===== config.mk =====
export PLATFORM = sky130hd
export DESIGN_NAME = raster_fb_capture
export DESIGN_NICKNAME = d
export VERILOG_FILES = /design/src/rtl/raster_fb_capture.sv
export SDC_FILE = /design/constraint.sdc
export NUM_CORES = 1
export LEC_CHECK = 0
export ABC_AREA = 1
export CORE_MARGIN = 4
export CORE_UTILIZATION = 50
export CTS_CLUSTER_DIAMETER = 50
export DETAILED_ROUTE_END_ITERATION = 12
export GPL_ROUTABILITY_DRIVEN = 0
export PLACE_DENSITY = 0.68
export RECOVER_POWER = 100
export SYNTH_ARGS = -nofsm -noshare
export SYNTH_HDL_FRONTEND = slang
export SYNTH_SLANG_ARGS = --single-unit

===== constraint.sdc =====
create_clock -name clk -period 6.1 [get_ports clk]
set_input_delay 0.61 -clock clk [delete_from_list [all_inputs] [get_ports clk]]
set_output_delay 0.61 -clock clk [all_outputs]
set_load 0.01 [all_outputs]

===== src/rtl/raster_fb_capture.sv =====
// raster_fb_capture: captures rasterizer pixel writes into a 1-bit framebuffer
// and drains it one row per valid/ready transfer once the frame completes.
module raster_fb_capture #(
   parameter int WIDTH = 8,
   parameter int HEIGHT = 8,
   parameter bit BLEND_OR = 1'b1
) (
   input  logic                      clk,
   input  logic                      rst,
   input  logic                      frame_start,
   input  logic                      pix_valid,
   input  logic [$clog2(WIDTH)-1:0]  pix_x,
   input  logic [$clog2(HEIGHT)-1:0] pix_y,
   input  logic                      pix_on,
   input  logic                      frame_done,
   output logic                      row_valid,
   input  logic                      row_ready,
   output logic [WIDTH-1:0]          row_data,
   output logic [$clog2(HEIGHT)-1:0] row_idx,
   output logic                      frame_out_done,
   output logic                      busy,
   output logic                      drop_err,
   input  logic                      err_clr
);
   localparam int XW = $clog2(WIDTH);
   localparam int YW = $clog2(HEIGHT);
   typedef enum logic [1:0] {IDLE, CAPTURE, DRAIN} state_t;
   state_t state, next;
   logic [HEIGHT-1:0][WIDTH-1:0] fb;
   logic start_pending, xfer, last, in_range, clr, wr, drop;
   always_comb begin
      xfer = row_valid & row_ready;
      last = xfer && row_idx == YW'(HEIGHT - 1);
      in_range = {1'b0, pix_x} < (XW + 1)'(WIDTH) && {1'b0, pix_y} < (YW + 1)'(HEIGHT);
      // a frame_start seen during drain (pending or on the exit cycle) restarts capture
      clr = (frame_start && state != DRAIN) || (last && (start_pending || frame_start));
      wr = state == CAPTURE && pix_valid && in_range && !frame_start;
      drop = state != CAPTURE ? (pix_valid | frame_done)
                              : ((pix_valid && !in_range) || (frame_start && frame_done));
   end
   always_ff @(posedge clk or posedge rst)
      if (rst) state <= IDLE;
      else state <= next;
   always_comb begin
      next = state;
      case (state)
         IDLE:    next = frame_start ? CAPTURE : IDLE;
         CAPTURE: next = frame_start ? CAPTURE : frame_done ? DRAIN : CAPTURE;
         DRAIN:   next = !last ? DRAIN : (start_pending || frame_start) ? CAPTURE : IDLE;
         default: next = IDLE;
      endcase
   end
   always_comb begin
      row_valid = state == DRAIN;
      busy = state != IDLE;
      row_data = row_valid ? fb[row_idx] : '0;
      frame_out_done = last;
   end
   always_ff @(posedge clk or posedge rst)
      if (rst) begin
         fb <= '0;
         start_pending <= 1'b0;
         row_idx <= '0;
         drop_err <= 1'b0;
      end else begin
         if (clr) fb <= '0;
         else if (wr) fb[pix_y][pix_x] <= BLEND_OR ? (fb[pix_y][pix_x] | pix_on) : pix_on;
         start_pending <= state == DRAIN && !last && (start_pending || frame_start);
         row_idx <= last ? '0 : xfer ? row_idx + YW'(1) : row_idx;
         drop_err <= drop | (drop_err & ~err_clr);
      end
endmodule


======== After elaboration in Yosys (flattened, before gate mapping) ========
Index checks and enable logic that the tools add are counted.
word-level totals
  word-level logic and storage cells ...... 70
  register bits after elaboration ......... 71
operators by class
  bitwise operators ....................... 6
  magnitude comparators ................... 5
  reductions and logical operators ........ 18
  add/subtract/negate cells ............... 1
  mux-type cells .......................... 23
  equal/unequal tests ..................... 5
operators with widths
  kind                   number
  $mux W64               2
  $bwmux W64             1
  $bmux W8 S3            2
  $mux W8                4
  $demux W8 S3           1
  $lt A3 B4 Y1 const B   3
  $logic_and A1 B1 Y1    10
  $ge A3 B1 Y1 const B   2
  $mux W2                3
  $mux W3                2
  $pmux W2 S3            1
  $reduce_bool A2 Y1     3
  $mux W1                5
  $add A3 B1 Y3 const B  1
  $bmux W1 S3            1
  $demux W1 S3           1
  $eq A3 B3 Y1 const B   1
  $or A1 B1 Y1           3
  $and A1 B1 Y1          2
  $eq A2 B1 Y1 const B   1
  $eq A2 B2 Y1 const B   1
  $logic_not A1 Y1       2
  $logic_not A2 Y1       1
  $logic_or A1 B1 Y1     2
  other kinds (3)        3

======== Logic depth before layout (Yosys ltp) ========
Gate-level depths: netlist of run 1.
  word-level depth ........................ 9
  depth in mapped cells ................... 15
  gate-level depth less buffers ........... 13

======== Worst setup path after synthesis of run 1 ========
Ideal clock, no wire load.
  path kind ............................... reg-to-output
  start point ............................. reg row_idx[0]
  end point ............................... out row_data[6]
  path slack .............................. 3974 ps
  cell stages (with the launch flop) ...... 7
  data arrival time ....................... 1516 ps
  data required time ...................... 5490 ps
  cell sequence ........................... dfrtp_1 -> clkbuf_1 -> inv_1 -> clkbuf_1 -> a21oi_1 -> o21ai_0 -> a311oi_1
on the way
  word-level cells in the longest chain between the ends .. 3
ends and longest elaborated chain
  what                           RTL line  source
  from (decl)                    19        output logic [$clog2(HEIGHT)-1:0] row_idx,
  from (signal assigned)         69        row_idx <= last ? '0 : xfer ? row_idx + YW'(1) : row_idx;
  $bmux W8 S3                    56        row_data = row_valid ? fb[row_idx] : '0;
  $mux W8 (not written as such)  56
  $mux W8                        56
  to (decl)                      18        output logic [WIDTH-1:0] row_data,
Every way passes these cells. The select of a mux whose other input is x is not followed.

======== Worst setup path in the final report of run 1 ========
  start point ............................. reg row_idx[1]
  end point ............................... out row_data[7]
Same word-level chain as after synthesis.

==> results.toml, run 1 <==
[logic_synthesis]
synth_cell_types = 29
synth.most_common_cell = "inv_1"
synth_seq_area_share = 0.3206
ys.flop_type = "dfrtp_1"
ys_ff_latch = 71
synth_area_um2 = 5542
netlist_top_cells_count = "189 x inv_1, 170 x nand2_1, 103 x o21ai_0"
synthArstFlopShare = 1.000
syn_avg_cell_area_um2 = 6.653
synth_top_cell_by_area = "dfrtp_1"
yosysWarnings = 0
yosys-top-cells-area = "dfrtp_1 32%, inv_1 13%, nand2_1 12%"
synth_top_area_frac = 0.3206
synthesis.nets = 849
synth_edf_count = 0
synth_cells = 833

[setup_path]
rrSetupSlack_ns = 2.01
r2r-end = "fb[36]"
crit_end = "row_data[7]"
r2r_cells = 11
arrival_ns = 3.55
worstSetupPathType = "reg -> out"
crit_fanout = 24
cp-end-kind = "output pin"
start_kind = "register"
cp-startpoint = "row_idx[1]"
cp_data_required_time_ns = 5.49
r2r-start = "row_idx[1]"

[clock_network]
cts_buffers = 9
cts_hold_buffers = 0
cts-root-buf = "clkbuf_8"
cts_sinks = 71
h-tree-depth = 3
cts.path.max_buffers = 2
cts_tree = "yes"
clkTransAtPathRegs_ns = 0.08
post_cts.repair.setup_buffers = 0
clk_latency_ns = 0.36
ctsResizeCount = 0

[power_and_ir_drop]
power.share.combinational = 0.331
p_int_w = 0.0008260
p_switching_w = 0.0005078
sw_frac_of_total = 0.3807
seq_power_share = 0.375
clkPwrFrac = 0.294
ir_drop_mv = 0.2254
power.density_nw_per_um2 = 224.0
leakage_nw = 3.430

[sta]
post-route-period-util = 0.6827
fin_worst_skew_ns = 0.007629
rsz0062_at_grt = "no"
worst_slew_pin_slew_ns = 2.293
maxSlewViolCount = 62
setup_slack_ns = 1.935
relSlewSlack = -0.5289
setup_viol = 0
finalHoldViolCount = 0
holdWs_ns = 0.5229
max_freq_ghz = 0.2401
setup-tns-final_ns = 0
fin_crit_ns = 4.165

[final_layout]
fin_nets = 860
synthToLayoutAreaGrowth_pct = 7.473
num-fill-cells = 1086
layoutNonFillerInstCount = 988
seqCellArea_um2 = 1777
drive_gt1_frac = 0.1132
antenna_cells = 0
multi_input_area_um2 = 2750

[place]
dp_hpwl_mm = 9.968
io_buffers = 28
post-place-ws_ns = 2.556
place_inst = 973

[global_routing]
gr-total-overflow = 0
grt_use_total = 0.2469
grt_pass1_vias = 4977
grt_first_pass_wirelength_mm = 25.34
grt_start_max_net_pins = 72
antenna_found_initial = 0

[floorplan]
die_h_um = 113.3
start_util = 0.5112
die_w_um = 113.3
io_pins = 29
die_area_um2 = 12830
core_area_um2 = 10840
num_rows = 38

[route]
viasPerCell = 5.258
wl_per_cell_um = 15.27
drt_iter0_drc = 409
drcViolationCount = 0
drt_first_pass_iters = 5
antenna_left = 0
routed_wl_mm = 15.09
via_count = 5195

[status]
violations = "max-capacitance violations, max-slew violations"
status = "complete, but fails checks"

[hold_path]
min_path_type = "reg -> reg"

[job]
max-cap-violations = 1
-- stage by stage --
step | util | cell area, µm² | power (W)
finish | 0.5494 | 5956 | 0.001334
global route | 0.5494 | 5956 | 0.001409
CTS | 0.5501 | 5963 | 0.001338
detailed placement | 0.5320 | 5767 | 0.0009494
global placement | 0.5320 | 5767 | 0.0009424
floorplan | - | 5542 | 0.0008202
-- worst min-delay path by stage --
| stage | start | endpoint | cells after the start |
|---|---|---|---|
| 6_report | start_pending | start_pending | 2 |
| 5_1_grt | start_pending | start_pending | 2 |
| 4_1_cts | start_pending | start_pending | 2 |
| 3_5_place_dp | start_pending | start_pending | 2 |
| 3_3_place_gp | start_pending | start_pending | 2 |
| 2_1_floorplan | start_pending | start_pending | 2 |
-- routing by layer --
layer / up-vias / track usage / wire length, µm
li1: 2584 / - / -
met1: 2427 / 0.3404 / 6872
met2: 151 / 0.3878 / 6866
met3: 33 / 0.04599 / 936
met4: 0 / 0.09054 / 414
met5: - / 0 / 0
-- cells by family after synthesis --
kind of cell,synth area share
buffers and inverters,0.1851
AND/OR/NAND/NOR,0.3468
adder cells (fa/ha/maj),0.004515
flip-flops,0.3206
AO/OA/AOI/OAI,0.1429
-- cell type report --
type                            instances  share of cell area
Multi-Input combinational cell        534              0.4618
Clock buffer                           11             0.02542
Sequential cell                        71              0.2983
Timing Repair Buffer                   37             0.05714
Tap cell                              140             0.02941
Inverter                              191              0.1204
Clock inverter                          4            0.007563
-- critical path: stages, from the launching register on --
cell and delay, ns:
dfrtp_1 0.32, clkbuf_1 0.83, inv_1 0.57, a21oi_1 0.24
o21ai_0 0.12, a311oi_1 0.42, dlygate4sd3_1 0.68
-- cells in the final DEF (no fill, tap or decap), drive strengths merged --
| cell | netlist | final |
|---|---|---|
| o22ai | 3 | 3 |
| buf | 20 | 7 |
| nand2 | 171 | 171 |
| o211ai | 5 | 5 |
| a311oi | 2 | 2 |
| a21oi | 21 | 21 |
| o221ai | 1 | 1 |
| dfrtp | 71 | 71 |
| nand3 | 94 | 94 |
| o21ai | 111 | 111 |
| clkinv | 0 | 4 |
| clkbuf | 17 | 13 |
| bufinv | 0 | 1 |
| inv | 191 | 190 |
| nor2 | 103 | 103 |
| clkdlybuf4s50 | 0 | 12 |
| dlygate4sd3 | 0 | 16 |
| a31oi | 6 | 6 |
| nor3 | 8 | 8 |
| ha | 2 | 2 |
| or2 | 7 | 7 |
-- flip-flops by register name (all words and copies together) (netlist names) --
signal	count
fb	64
row_idx	3
state	2
drop_err	1
start_pending	1
-- power groups by stage --
stage | Sequential (W) | Combinational [W] | Clock (W)
3_5_place_dp | 0.000510 | 0.000440 | 0
5_1_grt | 0.000502 | 0.000490 | 0.000417
3_3_place_gp | 0.000510 | 0.000432 | 0
4_1_cts | 0.000500 | 0.000442 | 0.000396
2_1_floorplan | 0.000514 | 0.000306 | 0
6_report | 0.000501 | 0.000441 | 0.000392
(Power assumes the default switching activity.)
==> inputs of run 2 (changes only) <==
PLACE_DENSITY = 0.71   (was 0.68)
clock period = 3.4 ns   (was 6.1 ns; I/O delays follow)
==> results.toml, run 2 (same netlist as run 1, synthesis figures left out) <==
[clock_network]
clk_latency_ns = 0.37
h-tree-depth = 3
cts.path.max_buffers = 2
cts_sinks = 71
clkTransAtPathRegs_ns = 0.08
cts_tree = "yes"
cts-root-buf = "clkbuf_8"
cts_hold_buffers = 0
cts_buffers = 9

[final_layout]
synthToLayoutAreaGrowth_pct = 5.148
fin_nets = 866
antenna_cells = 0
final_area_um2 = 5827
largest_register = "fb"
fin_util = 0.5375
top_regs = "fb: 64 flops, row_idx: 3 flops, state: 2 flops"
layout_common_cells = "189 x inv_1, 170 x nand2_1, 104 x o21ai_0, 98 x nor2_1, 76 x nand3_1"
final_common_cell = "inv_1"
largest_register_ffs = 64
drive_gt1_frac = 0.06901

[route]
wl_per_cell_um = 15.26
drt_first_pass_iters = 6
antenna_left = 0
routed_wl_mm = 15.19
viasPerCell = 5.299
drcViolationCount = 0
via_count = 5273
drt_iter0_drc = 560

[floorplan]
start_util = 0.5112
die_h_um = 113.3
die_area_um2 = 12830
num_rows = 38
die_w_um = 113.3
io_pins = 29
core_area_um2 = 10840

[sta]
worst_slew_pin_slew_ns = 1.343
holdWs_ns = 0.5253
rsz0062_at_grt = "no"
fin_worst_skew_ns = 0.01475
finalHoldViolCount = 0
setup-tns-final_ns = 0
relSlewSlack = 0.1035
fin_crit_ns = 3.121
max_freq_ghz = 0.3204
post-route-period-util = 0.9179
maxSlewViolCount = 0
setup_slack_ns = 0.2791
setup_viol = 0

[power_and_ir_drop]
p_int_w = 0.001525
ir_drop_mv = 0.5321
power.density_nw_per_um2 = 422.7
p_switching_w = 0.0009381
leakage_nw = 3.464
clkPwrFrac = 0.303
seq_power_share = 0.374
power.share.combinational = 0.324
sw_frac_of_total = 0.3809

[setup_path]
cp-end-kind = "output pin"
start_kind = "register"
crit_fanout = 12
r2r-start = "fb[37]"
arrival_ns = 2.78
r2r-end = "fb[63]"
worstSetupPathType = "reg -> out"
r2r_cells = 10
cp_data_required_time_ns = 3.06
rrSetupSlack_ns = 0.95

[hold_path]
min_from = "start_pending"
hold_path_depth = 2
min_path_type = "reg -> reg"
hold_path_end = "start_pending"

[global_routing]
grt_use_total = 0.2452
use_met3 = 0.06524
gr-total-overflow = 0
grt_first_pass_wirelength_mm = 24.81
grt-busiest-layer = "met2"
use_met2 = 0.3645
gr-usage-met1 = 0.3427
grt_start_max_net_pins = 44
antenna_found_initial = 1
grt_pass1_vias = 4766

[place]
placed_cell_area_um2 = 5862
io_buffers = 28
dp_hpwl_mm = 10.21
post-place-ws_ns = 0.6926

[job]
max-cap-violations = 0

[status]
status = "finished clean"
run 2: changes by cell type in the layout (fill, tap and decap cells not counted), moves of 3 or more:
| cell | delta |
|---|---|
| buf_12 | +3 |
| buf_4 | +3 |
| clkinv_2 | -3 |
| nand3_1 | +43 |
| nand3_2 | -43 |
run 2: power by group through the flow:
stage                     Clock, W  Sequential (W)  Combinational [W]
after global routing      0.000794        0.000923           0.000876
after global placement           0        0.000936           0.000807
final                     0.000745        0.000920           0.000798
after detailed placement         0        0.000935           0.000811
after CTS                 0.000759        0.000918           0.000814
after floorplan                  0        0.000922           0.000549
run 2: repair_timing:
| action | CTS | global route |
|---|---|---|
| gates resized for setup | 0 | 1 |
| setup endpoints to repair | 0 | 1 |
| setup buffers | 0 | 0 |
run 2: layer usage:
metal / wire length [µm] / share of wire / vias to the layer above
met3: 1441 / 0.095 / 46
met4: 461 / 0.030 / 2
li1: - / - / 2596
met1: 6775 / 0.45 / 2410
met2: 6501 / 0.43 / 219
met5: 7 / 0.00046 / -
run 2: how the worst max path moves through the flow:
stage	start	depth (start not counted)	to	slack, ns
global placement	row_idx[1]	5	row_data[6]	0.65
global route	row_idx[1]	6	row_data[0]	0.14
floorplan	rst	1	drop_err	1.26
finish	row_idx[1]	6	row_data[1]	0.28
CTS	row_idx[1]	5	row_data[6]	0.31
detailed placement	pix_y[1]	12	fb[49]	0.69
run 2: worst max-delay path, stage by stage (launching register included):
cell	delay (ns)
dfrtp_1	0.55
inv_1	0.47
o21ai_0	0.19
o22ai_1	0.19
o21ai_0	0.10
a31oi_1	0.25
dlygate4sd3_1	0.65
run 2: cell type report:
class | instances | area (µm²)
flip-flops and latches | 71 | 1777
multi-input cells | 534 | 2524
fillers | 1130 | 5014
clock buffers | 14 | 172.7
clock inverters | 2 | 37.54
inverters | 191 | 716.9
well taps | 140 | 175.2
repair buffers | 43 | 424.2
run 2: stage by stage:
| step | power, W | instances |
|---|---|---|
| after global placement | 0.001743 | 979 |
| final | 0.002463 | 995 |
| after floorplan | 0.001471 | 833 |
| after detailed placement | 0.001745 | 979 |
| after global routing | 0.002593 | 995 |
| after CTS | 0.002491 | 995 |
